--- config.mk ---
export PLATFORM = sky130hd
export DESIGN_NAME = simon_wb_ctrl
export DESIGN_NICKNAME = d
export VERILOG_FILES = /design/src/rtl/simon_wb_ctrl.sv
export SDC_FILE = /design/constraint.sdc
export NUM_CORES = 1
export LEC_CHECK = 0
export ABC_CLOCK_PERIOD_IN_PS = 2950
export BUFFER_PORTS_ARGS = -buffer_cell sky130_fd_sc_hd__buf_2
export CORE_MARGIN = 2
export CORE_UTILIZATION = 25
export DETAILED_ROUTE_END_ITERATION = 12
export GPL_ROUTABILITY_DRIVEN = 0
export SETUP_SLACK_MARGIN = 0.1
export SLEW_MARGIN = 0
export SYNTH_ARGS = -nofsm -noshare
export SYNTH_HDL_FRONTEND = slang
export SYNTH_SLANG_ARGS = --single-unit
--- constraint.sdc ---
create_clock -name wb_clk_i -period 2.95 [get_ports wb_clk_i]
set_input_delay 0.1475 -clock wb_clk_i [delete_from_list [all_inputs] [get_ports wb_clk_i]]
set_output_delay 0.1475 -clock wb_clk_i [all_outputs]
set_load 0.01 [all_outputs]
--- src/rtl/simon_wb_ctrl.sv ---
// Wishbone slave register block for the Simon Says macro: control, tick divider,
// score readout and a button-event FIFO whose non-empty state drives the user IRQ.
module simon_wb_ctrl #(
    parameter logic [31:0] BASE_ADDR  = 32'h3000_0000,
    parameter int          FIFO_DEPTH = 8
) (
    input  logic        wb_clk_i,
    input  logic        rst_n,
    input  logic        wbs_cyc_i,
    input  logic        wbs_stb_i,
    input  logic        wbs_we_i,
    input  logic [3:0]  wbs_sel_i,
    input  logic [31:0] wbs_adr_i,
    input  logic [31:0] wbs_dat_i,
    output logic        wbs_ack_o,
    output logic [31:0] wbs_dat_o,
    input  logic        btn_valid_i,
    input  logic [1:0]  btn_id_i,
    input  logic [7:0]  score_i,
    output logic        enable_o,
    output logic        start_o,
    output logic [15:0] tick_div_o,
    output logic        irq_o
);

    localparam int AW = $clog2(FIFO_DEPTH);
    localparam logic [AW:0] DEPTH_L = (AW+1)'(FIFO_DEPTH);

    localparam logic [5:0] OFF_CTRL   = 6'h00;
    localparam logic [5:0] OFF_TICK   = 6'h01;
    localparam logic [5:0] OFF_STATUS = 6'h02;
    localparam logic [5:0] OFF_EVENT  = 6'h03;
    localparam logic [5:0] OFF_SCORE  = 6'h04;

    logic        req, in_win, rd, wr;
    logic [5:0]  off;
    logic        irq_en, overflow;
    logic [AW:0] wptr, rptr, count;
    logic        empty, full, push, pop, ovf_set, ovf_clr;
    logic [31:0] rdata;
    logic [1:0]  mem [FIFO_DEPTH];

    // A strobe still high during its own ack cycle is not a new request.
    assign req    = wbs_cyc_i & wbs_stb_i & ~wbs_ack_o;
    assign in_win = (wbs_adr_i[31:8] == BASE_ADDR[31:8]);
    assign off    = wbs_adr_i[7:2];
    assign rd     = req & in_win & ~wbs_we_i;
    assign wr     = req & in_win & wbs_we_i;

    assign count   = wptr - rptr;
    assign empty   = (wptr == rptr);
    assign full    = (count == DEPTH_L);
    assign pop     = rd & (off == OFF_EVENT) & ~empty;
    // A pop on the same edge frees the slot, so a push into a full FIFO is accepted.
    assign push    = btn_valid_i & (~full | pop);
    assign ovf_set = btn_valid_i & full & ~pop;
    assign ovf_clr = wr & (off == OFF_STATUS) & wbs_sel_i[1] & wbs_dat_i[10];

    always_comb begin
        // NOTE: every path of an always_comb must assign its outputs; defaulting first rules out latches.
        rdata = '0;
        if (in_win) begin
            case (off)
                OFF_CTRL:   rdata = {29'b0, irq_en, 1'b0, enable_o};
                OFF_TICK:   rdata = {16'b0, tick_div_o};
                OFF_STATUS: rdata = {21'b0, overflow, full, empty, 3'b0, 5'(count)};
                OFF_EVENT:  rdata = empty ? 32'h0 : {1'b1, 29'b0, mem[rptr[AW-1:0]]};
                OFF_SCORE:  rdata = {24'b0, score_i};
                default:    rdata = '0;
            endcase
        end
    end

    // NOTE: state registers use non-blocking assignments so every flop samples pre-edge values.
    always_ff @(posedge wb_clk_i or negedge rst_n) begin
        if (!rst_n) begin
            wbs_ack_o  <= 1'b0;
            wbs_dat_o  <= '0;
            enable_o   <= 1'b0;
            start_o    <= 1'b0;
            irq_en     <= 1'b0;
            tick_div_o <= 16'h03E8;
            overflow   <= 1'b0;
            wptr       <= '0;
            rptr       <= '0;
            irq_o      <= 1'b0;
        end else begin
            wbs_ack_o <= req;
            wbs_dat_o <= (req && !wbs_we_i) ? rdata : 32'h0;
            start_o   <= wr & (off == OFF_CTRL) & wbs_sel_i[0] & wbs_dat_i[1];
            if (wr && off == OFF_CTRL && wbs_sel_i[0]) begin
                enable_o <= wbs_dat_i[0];
                irq_en   <= wbs_dat_i[2];
            end
            if (wr && off == OFF_TICK) begin
                if (wbs_sel_i[0]) tick_div_o[7:0]  <= wbs_dat_i[7:0];
                if (wbs_sel_i[1]) tick_div_o[15:8] <= wbs_dat_i[15:8];
            end
            if (ovf_set)      overflow <= 1'b1;
            else if (ovf_clr) overflow <= 1'b0;
            if (push) wptr <= wptr + 1'b1;
            if (pop)  rptr <= rptr + 1'b1;
            irq_o <= irq_en & ~empty;
        end
    end

    // NOTE: storage is not reset; the pointers alone define which entries are valid.
    always_ff @(posedge wb_clk_i) begin
        if (push) mem[wptr[AW-1:0]] <= btn_id_i;
    end

    logic unused;
    assign unused = &{1'b0, wbs_sel_i[3:2], wbs_adr_i[1:0], wbs_dat_i[31:16]};

endmodule

==> summary.md <==
| Metric | Value |
|---|---|
| Status | `completed` |
| Final core utilization | `approximately a third` |
| WP data required | `3.00 ns` |
| Unrepaired setup endpoints after global routing | `true` |
| Post-synth top flop | `dfrtp_1` |
| H-tree depth | `3` |
| Max Freq | `363.1 MHz` |
| Fin nets | `roughly 430` |
| CTS tree | `done` |
| Initial antenna violation count | `0` |
| CTS Buf Count | `9` |
| First-pass GRT wire length | `11.12 mm` |
| Antenna diodes | `0` |
| Synth Cell Area | `approximately 3000 um2` |
| Post-synthesis mux area share | `about a tenth` |
| YS warnings | `0` |
| DRC errors left | `0` |
| Worst skew pair latency | `0.32 ns` |
| Drt pass-1 iters | `6` |
| DR WL/cell | `14.02 um` |
| Die width | `111.9 um` |
| Share of cells above drive strength 1 | `around 46%` |
| Post-DR vias/cell | `4.484` |
| Initial DRC Count | `121` |
| Worst reg2reg startpoint | `rptr[2]$_DFFE_PN0P_` |
| Gate power share | `16.2%` |
| Synth Area in Compound Gates | `6.529%` |
| Setup TNS | `0 ns` |
| Setup violations, final | `0` |
| Setup bufs post-CTS | `0` |
| Worst slew pin tran | `1.046 ns` |
| Crit-path max FO | `9` |
| Leak | `approximately 1.9 nW` |
| Final Power | `0.002607 W` |
| Post-Route Skew | `0.002769 ns` |
| CTS Hold Bufs | `0` |
| CP Capture Type | `flip-flop` |
| Number of flops mapped to enable cells by yosys | `16` |
| Final Max Tran Viols | `0` |
| FFs w/ async S/R, synth | `74.60%` |
| Crit path time final | `2.754 ns` |
| Yosys top cell area share | `35.22%` |
| Clk buf depth | `2` |
| Register bit total from synthesis | `63` |
| Worst endpoint data arrival time | `2.80 ns` |
| Number of global-route vias before repair | `2266` |
| Reg power frac | `38.6%` |
| Top cells by area, synth | `dfrtp_1 (35%), edfxtp_1 (16%), mux2_2 (7.0%)` |
| HP Class | `primary input to asynchronous set/reset pin` |
| Detail Placement HPWL | `approximately 5.4 mm` |
| Critical path type | `flip-flop to flip-flop` |
| Largest net degree at the start of global routing | `48` |
| Post-Synthesis Cells | `227` |
| Fin crit share | `93.36%` |
| Post-cts repair resize count | `0` |
| All-Layer GR Usage | `between 10 and 15%` |
| Power per standard cell area | `662.5 nW/um2` |
| Standard-cell rows | `39` |
| Final Hold Vio Count | `0` |
| Num ports | `roughly 140` |
| Core ar. | `11420 um2` |
| Post-Synth Simple-Gate Area | `between 10 and 15%` |
| Root Buffer | `clkbuf_16` |
| Detail Route Antenna Nets | `0` |
| Sw Pwr | `0.0006362 W` |
| Cell-internal power | `between 0.0015 and 0.002 W` |
| Switching fraction of total power | `24.40%` |
| Max VDD drop | `0.0003108 V` |
| Clock transition at the registers of the reported paths | `0.05 ns` |
| DIE AREA | `12530 um2` |
| Sinks on Clock Net | `63` |
| # Max-Cap Violations | `0` |
| Sequential area share after synthesis | `57.13%` |
| Routed vias | `around 2.2k` |
| Initial Util | `between 20 and 30%` |
| Worst Setup SP | `rptr[2]$_DFFE_PN0P_` |
| Clock Power Share | `about 45%` |
| Xor/xnor share of the synthesized area | `2.405%` |
| Post-synth top area cell | `dfrtp_1` |
| Post-Synth Adder-Cell Area | `roughly 2.8%` |
| PortBufs | `100` |
| Slew headroom | `about 30%` |
| Grt total ovfl | `0` |
| R2R Setup Slk | `0.20 ns` |
| Critical Path Start Type | `flip-flop` |
| Cell variety after synth | `45` |
| Syn avg cell area | `12.83 um2` |
| Largest family of logic cells by synthesized area | `simple AND/OR/NAND/NOR gates` |
| Routed wire length | `between 6 and 7 mm` |
| DIE HEIGHT | `111.9 um` |
| Area Overhead vs Synth | `35.09%` |
==> metal layers <==
metal  global-route usage (%)  part of all wire [%]  vias to the layer above
met4                    4.390                   1.3                        0
met3                    3.811                   7.2                        7
li1                         -                     -                     1053
met5                        0                     0                        -
met2                    18.83                    48                       76
met1                    13.93                    43                     1070
==> worst max-delay path, stage by stage (launching register included) <==
cell	delay, ns
dfrtp_1	0.42
inv_1	0.10
ha_1	0.34
nand3_1	0.15
o2111ai_2	0.14
or4_1	0.52
a21bo_1	0.33
nor4_1	0.30
buf_4	0.18
==> final timing paths <==
check                                              to  cells after the start
max                               mem[6][1]$_DFFE_PP_                      8
min                            wbs_dat_o[7]$_DFF_PN0_                      1
max reg2reg                       mem[6][1]$_DFFE_PP_                      8
min reg2reg                       rptr[3]$_DFFE_PN0P_                      1
max in group asynchronous  tick_div_o[12]$_DFFE_PN0P_                      1
min in group wb_clk_i       tick_div_o[5]$_DFFE_PN1P_                      2
==> Yosys cell counts (all sizes together) (3+ instances only) <==
| cell type | count |
|---|---|
| buf | 17 |
| clkbuf | 4 |
| nand4 | 4 |
| nand2 | 13 |
| xor2 | 3 |
| mux4 | 4 |
| nand3 | 3 |
| a21oi | 6 |
| mux2 | 19 |
| ha | 5 |
| and2 | 7 |
| edfxtp | 16 |
| nor4 | 17 |
| dfrtp | 41 |
| nor2 | 15 |
| a222oi | 3 |
| a22oi | 7 |
| dfstp | 6 |
| inv | 6 |
| xnor2 | 5 |
==> per-stage QoR <==
step | hold WS, ns | worst slack (ns) | cell area, um2 | std cells
5_1_grt | 0.04855 | 0.006882 | 3935 | 492
4_1_cts | 0.04269 | 0.1596 | 3935 | 492
2_1_floorplan | -0.1481 | 0.1546 | 2965 | 241
6_report | 0.01464 | 0.1958 | 3935 | 492
3_5_place_dp | 0.3860 | 0.1973 | 3598 | 476
3_3_place_gp | 0.3802 | 0.2580 | 3598 | 476
==> kinds of logic (layout without fill, tap and decap cells) <==
logic type      Yosys count  after routing
compound gates           25             25
other cells               1             15
simple gates             74             74
flops                    63             63
buf+inv                  27            135
xor+xnor                  8              8
fa+ha+maj                 6              6
mux                      23             23
==> cell type report <==
class	count	area, um2
Tap cell	143	178.9
Fill cell	1150	7483
Clock inverter	7	111.4
Clock buffer	9	225.2
Sequential cell	63	1664
Inverter	6	22.52
Timing Repair Buffer	113	598.1
Multi-Input combinational cell	151	1135
==> placed cells by master, fill, tap and decap left out, types with 2 or more instances in the layout <==
| cell | Yosys | routed |
|---|---|---|
| and3b_1 | 2 | 2 |
| a21oi_1 | 6 | 6 |
| bufinv_16 | 0 | 3 |
| a22oi_1 | 7 | 7 |
| nand3_1 | 3 | 3 |
| nand3b_1 | 2 | 2 |
| inv_1 | 6 | 6 |
| edfxtp_1 | 16 | 16 |
| dfstp_2 | 6 | 6 |
| nor2_1 | 15 | 15 |
| nand2_1 | 13 | 13 |
| buf_2 | 1 | 100 |
| xnor2_1 | 5 | 5 |
| dfrtp_1 | 41 | 41 |
| a21o_1 | 2 | 2 |
| a222oi_1 | 3 | 3 |
| or4_1 | 2 | 2 |
| ha_1 | 5 | 5 |
| mux4_2 | 4 | 4 |
| clkinv_1 | 0 | 2 |
| buf_4 | 15 | 13 |
| xor2_1 | 3 | 3 |
| nor3_2 | 2 | 2 |
| and2_1 | 7 | 7 |
| mux2_2 | 18 | 18 |
| nor4_1 | 16 | 16 |
| clkbuf_16 | 0 | 9 |
| conb_1 | 1 | 15 |
| nand4_1 | 4 | 4 |
==> power by group through the flow <==
| stage | clock network [W] | registers [W] | logic (W) |
|---|---|---|---|
| after CTS | 0.00121 | 0.00101 | 0.000428 |
| after detailed placement | 0 | 0.00102 | 0.000426 |
| after global placement | 0 | 0.00102 | 0.000409 |
| after floorplan | 0 | 0.00102 | 0.000266 |
| after global routing | 0.00125 | 0.00102 | 0.000472 |
| final | 0.00118 | 0.00101 | 0.000422 |
==> registers in the layout (all words and copies together), names as in the netlist <==
name and count:
rptr 4, mem 16, irq_o 1, start_o 1, tick_div_o 16, irq_en 1
wptr 4, wbs_ack_o 1, wbs_dat_o 17, enable_o 1, overflow 1
Note: power is estimated with default switching activity, not from simulation.
